$ cat src/rtl/if_id_pipe_pkg.sv
// Shared CPU pipeline package: occupancy state encoding and default constants.
// Latency: n/a (types and constants only).
// Backpressure: n/a.
package if_id_pipe_pkg;

  // Entry-count state of a two-deep pipeline stage. The encoding equals the
  // number of held entries, so the state register drives occupancy directly.
  typedef enum logic [1:0] {
    OCC_EMPTY = 2'd0,
    OCC_ONE   = 2'd1,
    OCC_TWO   = 2'd2
  } occ_state_t;

  // Defaults are kept wide and cast down by users, so any PC/instruction
  // width up to 64 bits can take them.
  localparam logic [63:0] DEF_RESET_PC = 64'h0;
  localparam logic [63:0] DEF_NOP_INST = 64'h0;

  // Number of entries held in a given state.
  function automatic logic [1:0] occ_count(input occ_state_t s);
    return s;
  endfunction

endpackage

$ cat src/rtl/if_id_pipe.sv
// IF->ID pipeline register with a one-entry skid buffer (main + skid).
// Latency: beat accepted at edge N is on id_* after edge N; 1 beat/cycle sustained.
// Backpressure: if_ready is registered; it drops only once both entries are held.
//
// Ports:
//   clk, rst           single clock, synchronous active-high reset
//   flush              discards all held entries (rst has priority)
//   if_valid/if_ready  IF handshake; if_pc/if_inst carry the fetched beat
//   id_valid/id_ready  ID handshake; id_pc/id_inst come straight from the main entry
//   occupancy          entries held, 0..2
module if_id_pipe
  import if_id_pipe_pkg::*;
#(
  parameter int unsigned              ADDR_W   = 32,
  parameter int unsigned              INST_W   = 32,
  parameter logic [ADDR_W-1:0]        RESET_PC = ADDR_W'(DEF_RESET_PC),
  parameter logic [INST_W-1:0]        NOP_INST = INST_W'(DEF_NOP_INST)
) (
  input  logic              clk,
  input  logic              rst,
  input  logic              flush,
  input  logic              if_valid,
  output logic              if_ready,
  input  logic [ADDR_W-1:0] if_pc,
  input  logic [INST_W-1:0] if_inst,
  output logic              id_valid,
  input  logic              id_ready,
  output logic [ADDR_W-1:0] id_pc,
  output logic [INST_W-1:0] id_inst,
  output logic [1:0]        occupancy
);

  occ_state_t        state_q, state_d;
  logic [ADDR_W-1:0] main_pc_q, main_pc_d;
  logic [INST_W-1:0] main_inst_q, main_inst_d;
  logic [ADDR_W-1:0] skid_pc_q, skid_pc_d;
  logic [INST_W-1:0] skid_inst_q, skid_inst_d;
  logic              ready_q, ready_d;
  logic              accept;
  logic              consume;

  assign id_valid  = (state_q != OCC_EMPTY);
  assign accept    = if_valid & ready_q;
  assign consume   = id_valid & id_ready;

  assign if_ready  = ready_q;
  assign id_pc     = main_pc_q;
  assign id_inst   = main_inst_q;
  assign occupancy = occ_count(state_q);

  // Next-state and datapath selection. Main/skid hold their values unless
  // explicitly loaded, which keeps id_* stable while stalled or idle.
  always_comb begin
    state_d     = state_q;
    main_pc_d   = main_pc_q;
    main_inst_d = main_inst_q;
    skid_pc_d   = skid_pc_q;
    skid_inst_d = skid_inst_q;

    case (state_q)
      OCC_EMPTY: begin
        if (accept) begin
          state_d     = OCC_ONE;
          main_pc_d   = if_pc;
          main_inst_d = if_inst;
        end
      end
      OCC_ONE: begin
        if (accept && consume) begin
          // Pass-through: the departing beat is replaced in the same edge.
          main_pc_d   = if_pc;
          main_inst_d = if_inst;
        end else if (accept) begin
          // ID stalled: park the new beat behind the one on id_*.
          state_d     = OCC_TWO;
          skid_pc_d   = if_pc;
          skid_inst_d = if_inst;
        end else if (consume) begin
          state_d = OCC_EMPTY;
        end
      end
      OCC_TWO: begin
        // if_ready is low here, so only a consume can move the state.
        if (consume) begin
          state_d     = OCC_ONE;
          main_pc_d   = skid_pc_q;
          main_inst_d = skid_inst_q;
          skid_pc_d   = RESET_PC;
          skid_inst_d = NOP_INST;
        end
      end
      default: begin
        state_d = OCC_EMPTY;
      end
    endcase

    // Flush overrides any handshake; a beat offered now is dropped.
    if (flush) begin
      state_d     = OCC_EMPTY;
      main_pc_d   = RESET_PC;
      main_inst_d = NOP_INST;
      skid_pc_d   = RESET_PC;
      skid_inst_d = NOP_INST;
    end

    // Registered ready: the skid slot guarantees room for the beat that may
    // be accepted on the same edge this drops.
    ready_d = (state_d != OCC_TWO);
  end

  always_ff @(posedge clk) begin
    if (rst) begin
      state_q     <= OCC_EMPTY;
      main_pc_q   <= RESET_PC;
      main_inst_q <= NOP_INST;
      skid_pc_q   <= RESET_PC;
      skid_inst_q <= NOP_INST;
      ready_q     <= 1'b1;
    end else begin
      state_q     <= state_d;
      main_pc_q   <= main_pc_d;
      main_inst_q <= main_inst_d;
      skid_pc_q   <= skid_pc_d;
      skid_inst_q <= skid_inst_d;
      ready_q     <= ready_d;
    end
  end

  // Ready must never be high while both entries are full.
  a_no_ready_when_full : assert property (
    @(posedge clk) disable iff (rst) (state_q == OCC_TWO) |-> !ready_q);

  // A stalled beat must not change under ID.
  a_stall_stable : assert property (
    @(posedge clk) disable iff (rst)
    (id_valid && !id_ready && !flush) |=> ($stable(id_pc) && $stable(id_inst)));

endmodule

$ cat config.mk
export PLATFORM = sky130hd
export DESIGN_NAME = if_id_pipe
export DESIGN_NICKNAME = d
export VERILOG_FILES = /design/src/rtl/if_id_pipe_pkg.sv /design/src/rtl/if_id_pipe.sv
export SDC_FILE = /design/constraint.sdc
export NUM_CORES = 1
export LEC_CHECK = 0
export ABC_AREA = 1
export BUFFER_PORTS_ARGS = -buffer_cell sky130_fd_sc_hd__buf_2
export CAP_MARGIN = 25
export CORE_MARGIN = 5
export CORE_UTILIZATION = 45
export CTS_CLUSTER_SIZE = 28
export DETAILED_ROUTE_END_ITERATION = 10
export MAX_ROUTING_LAYER = met4
export PLACE_DENSITY = 0.72
export SYNTH_ARGS = -nofsm -noshare
export SYNTH_HDL_FRONTEND = slang
export SYNTH_SLANG_ARGS = --single-unit
$ cat constraint.sdc
create_clock -name clk -period 1.49 [get_ports clk]
set_clock_uncertainty 0.15 [all_clocks]
set_input_delay 0.2235 -clock clk [delete_from_list [all_inputs] [get_ports clk]]
set_output_delay 0.2235 -clock clk [all_outputs]
set_load 0.01 [all_outputs]
; ---- Word-level counts from Yosys, hierarchy flattened
; Cells that the tools add are included.
[word_totals]
register_bits = 131
inputBits = 69
out_inout_bits = 68
wordCells = 44
[classes]
eq_ne = 8
mux = 20
bitwise_logic = 2
n_reduce_logical = 8
[ops]
columns = op, count
row1 = two-way mux 32 bit, 9
row2 = one-hot mux 32 bit (3 select lines), 2
row3 = one-hot mux 32 bit (2 select lines), 2
row4 = two-way mux 2 bit, 6
row5 = "!= test 2 bit, second input constant", 6
row6 = AND reduction 4 bit, 2
row7 = one-hot mux 2 bit (3 select lines), 1
row8 = nonzero test 2 bit, 2
row9 = nonzero test 3 bit, 1
row10 = AND 1 bit, 2
row11 = "equality test 2 x 1 -> 1 bit, second input constant", 1
row12 = "equality test 2 bit, second input constant", 1
row13 = zero test 2 bit, 1
row14 = OR reduction 2 bit, 1
row15 = logical AND 1 bit, 1

; ---- Logic depth before layout (Yosys ltp)
[logic_depth]
depth_word = 8
mapped_depth = 9

; ---- Worst setup path after synthesis
; OpenSTA, ideal clock, no wires.
[synth_timing]
path_type = register to register
startpoint = register state_q[0], in the netlist occupancy[0]
endpoint = register main_inst_q[15], in the netlist id_inst[15]
setup_ns = 0.113
arrival_ns = 1.205
slack_ns = 0.022
path_stages_with_launch = 10
path_buffers = 2
period_less_slack_ns = 1.468
path_cell_list = dfxtp_1 > inv_2 > nand2_2 > nand2_2 > nand3_2 > buf_6 > buf_6 > nand2_1 > nand2_1 > nor2_1
[synth_via]
elab_chain_len = 5
[synth_lines]
columns = item, line
row1 = "start, declared", if_id_pipe.sv:33  ; occ_state_t state_q, state_d;
row2 = "start signal, assigned", if_id_pipe.sv:120  ; state_q <= state_d;
row3 = nonzero test 2 bit *, if_id_pipe.sv:42  ; assign id_valid = (state_q != OCC_EMPTY);
row4 = net id_valid, if_id_pipe.sv:26  ; output logic id_valid,
row5 = AND 1 bit *, if_id_pipe.sv:44  ; assign consume = id_valid & id_ready;
row6 = logical AND 1 bit, if_id_pipe.sv:69  ; if (accept && consume) begin
row7 = != test 2 bit (no source line), -
row8 = AND reduction 4 bit (no source line) *, -
row9 = "end signal, assigned", if_id_pipe.sv:122  ; main_inst_q <= main_inst_d;
row10 = "end, declared", if_id_pipe.sv:35  ; logic [INST_W-1:0] main_inst_q, main_inst_d;
; The timed path passes the listed nets; every way through them passes the cells marked *.
; A chain may end at the register's enable or synchronous reset.

; ---- Worst setup path in the final report
[layout_timing]
startpoint = register state_q[1], in the netlist occupancy[1]
endpoint = register main_inst_q[31], in the netlist id_inst[31]
[layout_via]
elab_chain_len = 5
[layout_lines]
columns = item, line
row1 = nonzero test 2 bit, if_id_pipe.sv:42
row2 = AND 1 bit, if_id_pipe.sv:44
row3 = logical AND 1 bit, if_id_pipe.sv:69
row4 = != test 2 bit (no source line), -
row5 = AND reduction 4 bit (no source line), -
; Parallel ways exist; a longest one is shown, timed or not.

==> results by stage <==
Timing:
- Based on the critical path, the design can be clocked at up to between 600 and 700 MHz.
- The worst hold slack after final layout is around 0.016 ns.
- At the pin with the least slew margin, the transition time is between 0.4 and 0.5 ns.
- The worst setup margin is -0.0370 ns.
- The number of hold violations in the final report came to 0.
- Of the available clock period, the critical path in the final layout requires 102%.
- The final critical path time including I/O delays and setup is approximately 1.5 ns.
- Setup violations remaining at the end of the flow were counted as 71.
- The number of max-slew violations in the final report was 0.
- Measured against its own limit, the worst slew margin works out to between 70 and 80%.
- Setup repair after global routing could not meet its margin everywhere.

Logic synthesis:
- The area of the mapped netlist is 6330 sq um.
- During synthesis, Yosys emitted a total of 0 warnings.
- The largest area contributor in the netlist is dfxtp_1.
- The number of distinct library cells after synthesis is 17.
- The net count of the mapped netlist is 1060.
- After synthesis, the largest family of logic cells by area is simple AND/OR/NAND/NOR gates.
- The number of cells produced by synthesis is approximately 1000.
- In this run, synthesis produced a sequential element count of 131.
- The post-synthesis sequential area ratio is about two fifths.
- The post-synthesis compound-gate area fraction is 10.2%.
- The post-synthesis share of cell area spent on xor and xnor gates is 0%.
- In the synthesized netlist, mux cells make up 0% of the area.
- The share of synthesized area in the top cell type comes to roughly two fifths.
- The synthesized netlist devotes 33.5% of its cell area to simple gates.
- The adder-cell share of the synthesized area is 0%.
- By area the synthesized netlist is led by dfxtp_1 41%, nand2_1 15%, nor2_1 12%.
- The mean post-synth cell area is 6.39 sq um.

Clock tree:
- The H-tree depth is 4.
- Counting every sink on the clock net gives 131.
- The clock transition time at the flip-flop clock pins of the worst setup and hold paths is about 0.050 ns.
- The worst-skew pair later-pin latency is about 0.42 ns.
- The cell sitting at the root of the clock tree is a clkbuf_16.
- No sink is reached through more buffers than the 2 on the longest clock path.
- Clock tree synthesis inserted a total of 17 buffers.
- The CTS tree is built.

Layout:
- Leaving out fill and tap cells, the most frequent cell in the layout is nand2_1.
- In the final layout, the share of cells above drive strength 1 is 24.1%.
- After routing the design area is 8780 sq um.
- The layout overhead on the synthesized area is 38.7%.
- Counting the fill cells in the layout gives around 1.2k.
- In the layout the commonest cells are 241 x nand2_1, 182 x nor2_1, 135 x buf_2.
- The non-filler instance count after layout is around 1.4k.
- After the last flow step, the layout net total stands at roughly 1.2k.

Critical path:
- Across all register-to-register paths, the minimum setup slack is -0.04 ns.
- The path type of the worst setup path is register to register.
- The worst setup path is launched from a register.
- Counting both buffers and inverters, the worst setup path holds a total of 3.
- The worst setup path is captured at a register.
- Grouping stages by cell kind, the critical path spends the most delay in simple AND/OR/NAND/NOR gates.
- The endpoint required time on the critical path is between 1.5 and 2 ns.
- At the worst endpoint, the arrival time is ~1.7 ns.
- Counting stages on the worst path, the most repeated cell is nor2_1.
- The stage delay of the slowest cell on the critical path is about 0.34 ns.
- The signal on the critical path passes through inv_4 > nand2_2 > buf_6 > nand2_8 > nand3_4 > buf_4 > nor2_1 > nor2_1.
- For this design, the slowest cell found on the critical path is dfxtp_2.
- The biggest fanout along the worst timing path is 14.

Place:
- The placed instance count is 1276.
- In this run the cell area measured after placement is about 7300 sq um.
- The final estimated routing congestion in global placement is between 0.7 and 0.8.
- The HPWL after detailed placement is 10.1 mm.
- The number of buffer cells added on primary ports is roughly 140.

Floorplanning:
- The count of pins on the block boundary is 137.
- From left edge to right edge, the die measures between 100 and 150 microns.
- The die covers 16500 sq um.
- The region available for standard cell placement spans 13800 sq um.
- The initial cell density of the core is 45.8%.
- The number of placement rows is 43.
- The die is 129 microns tall.

GRT:
- The total track usage is 19.6%.
- Entering global routing, the biggest net connects 48 pins.
- The global-route wire length before repair is 25.6 mm.
- The via count of the first global-routing pass was ~5.5k.
- The global route total overflow is 0.
- The initial antenna violation count was 1.

Drt:
- After the first detailed-routing iteration, the DRC count stood at approximately 430.
- The average vias per placed instance is 4.67.
- The total via count after detailed routing is ~6.4k.
- The first detailed-routing pass took 4 iterations.
- After detailed routing, the number of remaining DRC violations is 0.
- Dividing the detail-routed wire length by the instance count gives about 13 microns.
- The remaining antenna violation count is 0.
- The final wirelength is approximately 18 mm.

Worst hold path:
- The class of the tightest hold or removal check is input pin to register.

Status:
- The checks that failed: negative setup slack.
- The flow ran to the end, but the final reports show violations.

Run:
- The number of maximum-capacitance constraint violations is 0.

Power and ir drop:
- In this run the power density over the cells is ~1000 nW/um^2.
- The worst ir drop on vdd is roughly 760 uV.
- Summed over all cells, the static leakage comes to about 4.0 nW.
cell usage after synthesis (all sizes together):
master    n
nand3    70
nor2    198
buf      52
dfxtp   131
nand2   263
clkbuf   14
a21oi    65
inv     134
o21ai    64
flip-flops by register name, summed over array words and instances, names as in the netlist:
signal       count
id_inst         32
id_pc           32
if_ready         1
occupancy        2
skid_inst_q     32
skid_pc_q       32
worst register-to-register path: stages, from the launching register on:
cell	delay, ns
dfxtp_2	0.34
inv_4	0.08
nand2_2	0.08
buf_6	0.13
nand2_8	0.08
nand3_4	0.16
buf_4	0.23
nor2_1	0.13
nor2_1	0.06
stage by stage:
stage	total power [mW]	worst slack (ns)	utilization, %	TNS (ns)
floorplan	4.29	0.0219	-	0
global placement	4.57	0.0468	52.8	0
detailed placement	4.57	-0.000344	52.8	-0.000344
CTS	8.46	-0.0326	59.3	-0.0854
global route	8.89	-0.121	63.5	-8.21
finish	8.55	-0.0370	63.5	-1.00
area by class of cell:
class	count	area [sq um]	area share [%]
Inverter	134	505	5.76
Clock inverter	6	55.1	0.627
Multi-Input combinational cell	662	3010	34.3
Tap cell	180	225	2.56
Clock buffer	25	475	5.41
Timing Repair Buffer	225	1880	21.4
Antenna cell	1	2.50	0.0285
Sequential cell	131	2630	29.9
logic make-up (layout without fill, tap and decap cells):
group	Yosys count	after routing
compound gates	129	129
buf+inv	200	390
flops	131	131
other cells	0	1
simple gates	531	533
power breakdown:
| group | switching, mW | internal (mW) | total, mW |
|---|---|---|---|
| combinational | 0.594 | 0.492 | 1.09 |
| sequential | 0.0512 | 3.60 | 3.65 |
| clock | 1.45 | 2.36 | 3.81 |
final timing paths:
path | depth (start not counted) | end | from
worst max-delay path | 8 | id_inst[31]$_SDFFE_PP0P_ | occupancy[1]$_SDFF_PP0_
worst min-delay path | 5 | skid_pc_q[16]$_SDFFE_PP0P_ | if_pc[16]
worst max register to register | 8 | id_inst[31]$_SDFFE_PP0P_ | occupancy[1]$_SDFF_PP0_
worst min register to register | 2 | skid_inst_q[28]$_SDFFE_PP0P_ | skid_inst_q[28]$_SDFFE_PP0P_
repair_timing:
item	4_1_cts	5_1_grt
endpoints found under the hold margin	33	0
setup buffers	4	4
resized for setup	8	67
setup endpoints to repair	14	119
gates cloned	0	16
pin swaps	1	8
hold buffers	32	0
layer usage:
metal	routed length [microns]	vias up	track usage, %
li1	-	3371	-
met1	8120	2821	23.4
met2	8550	148	32.2
met3	940	29	4.86
met4	275	0	7.16
met5	0	-	-
No activity file was read; power rests on OpenSTA's default activity.
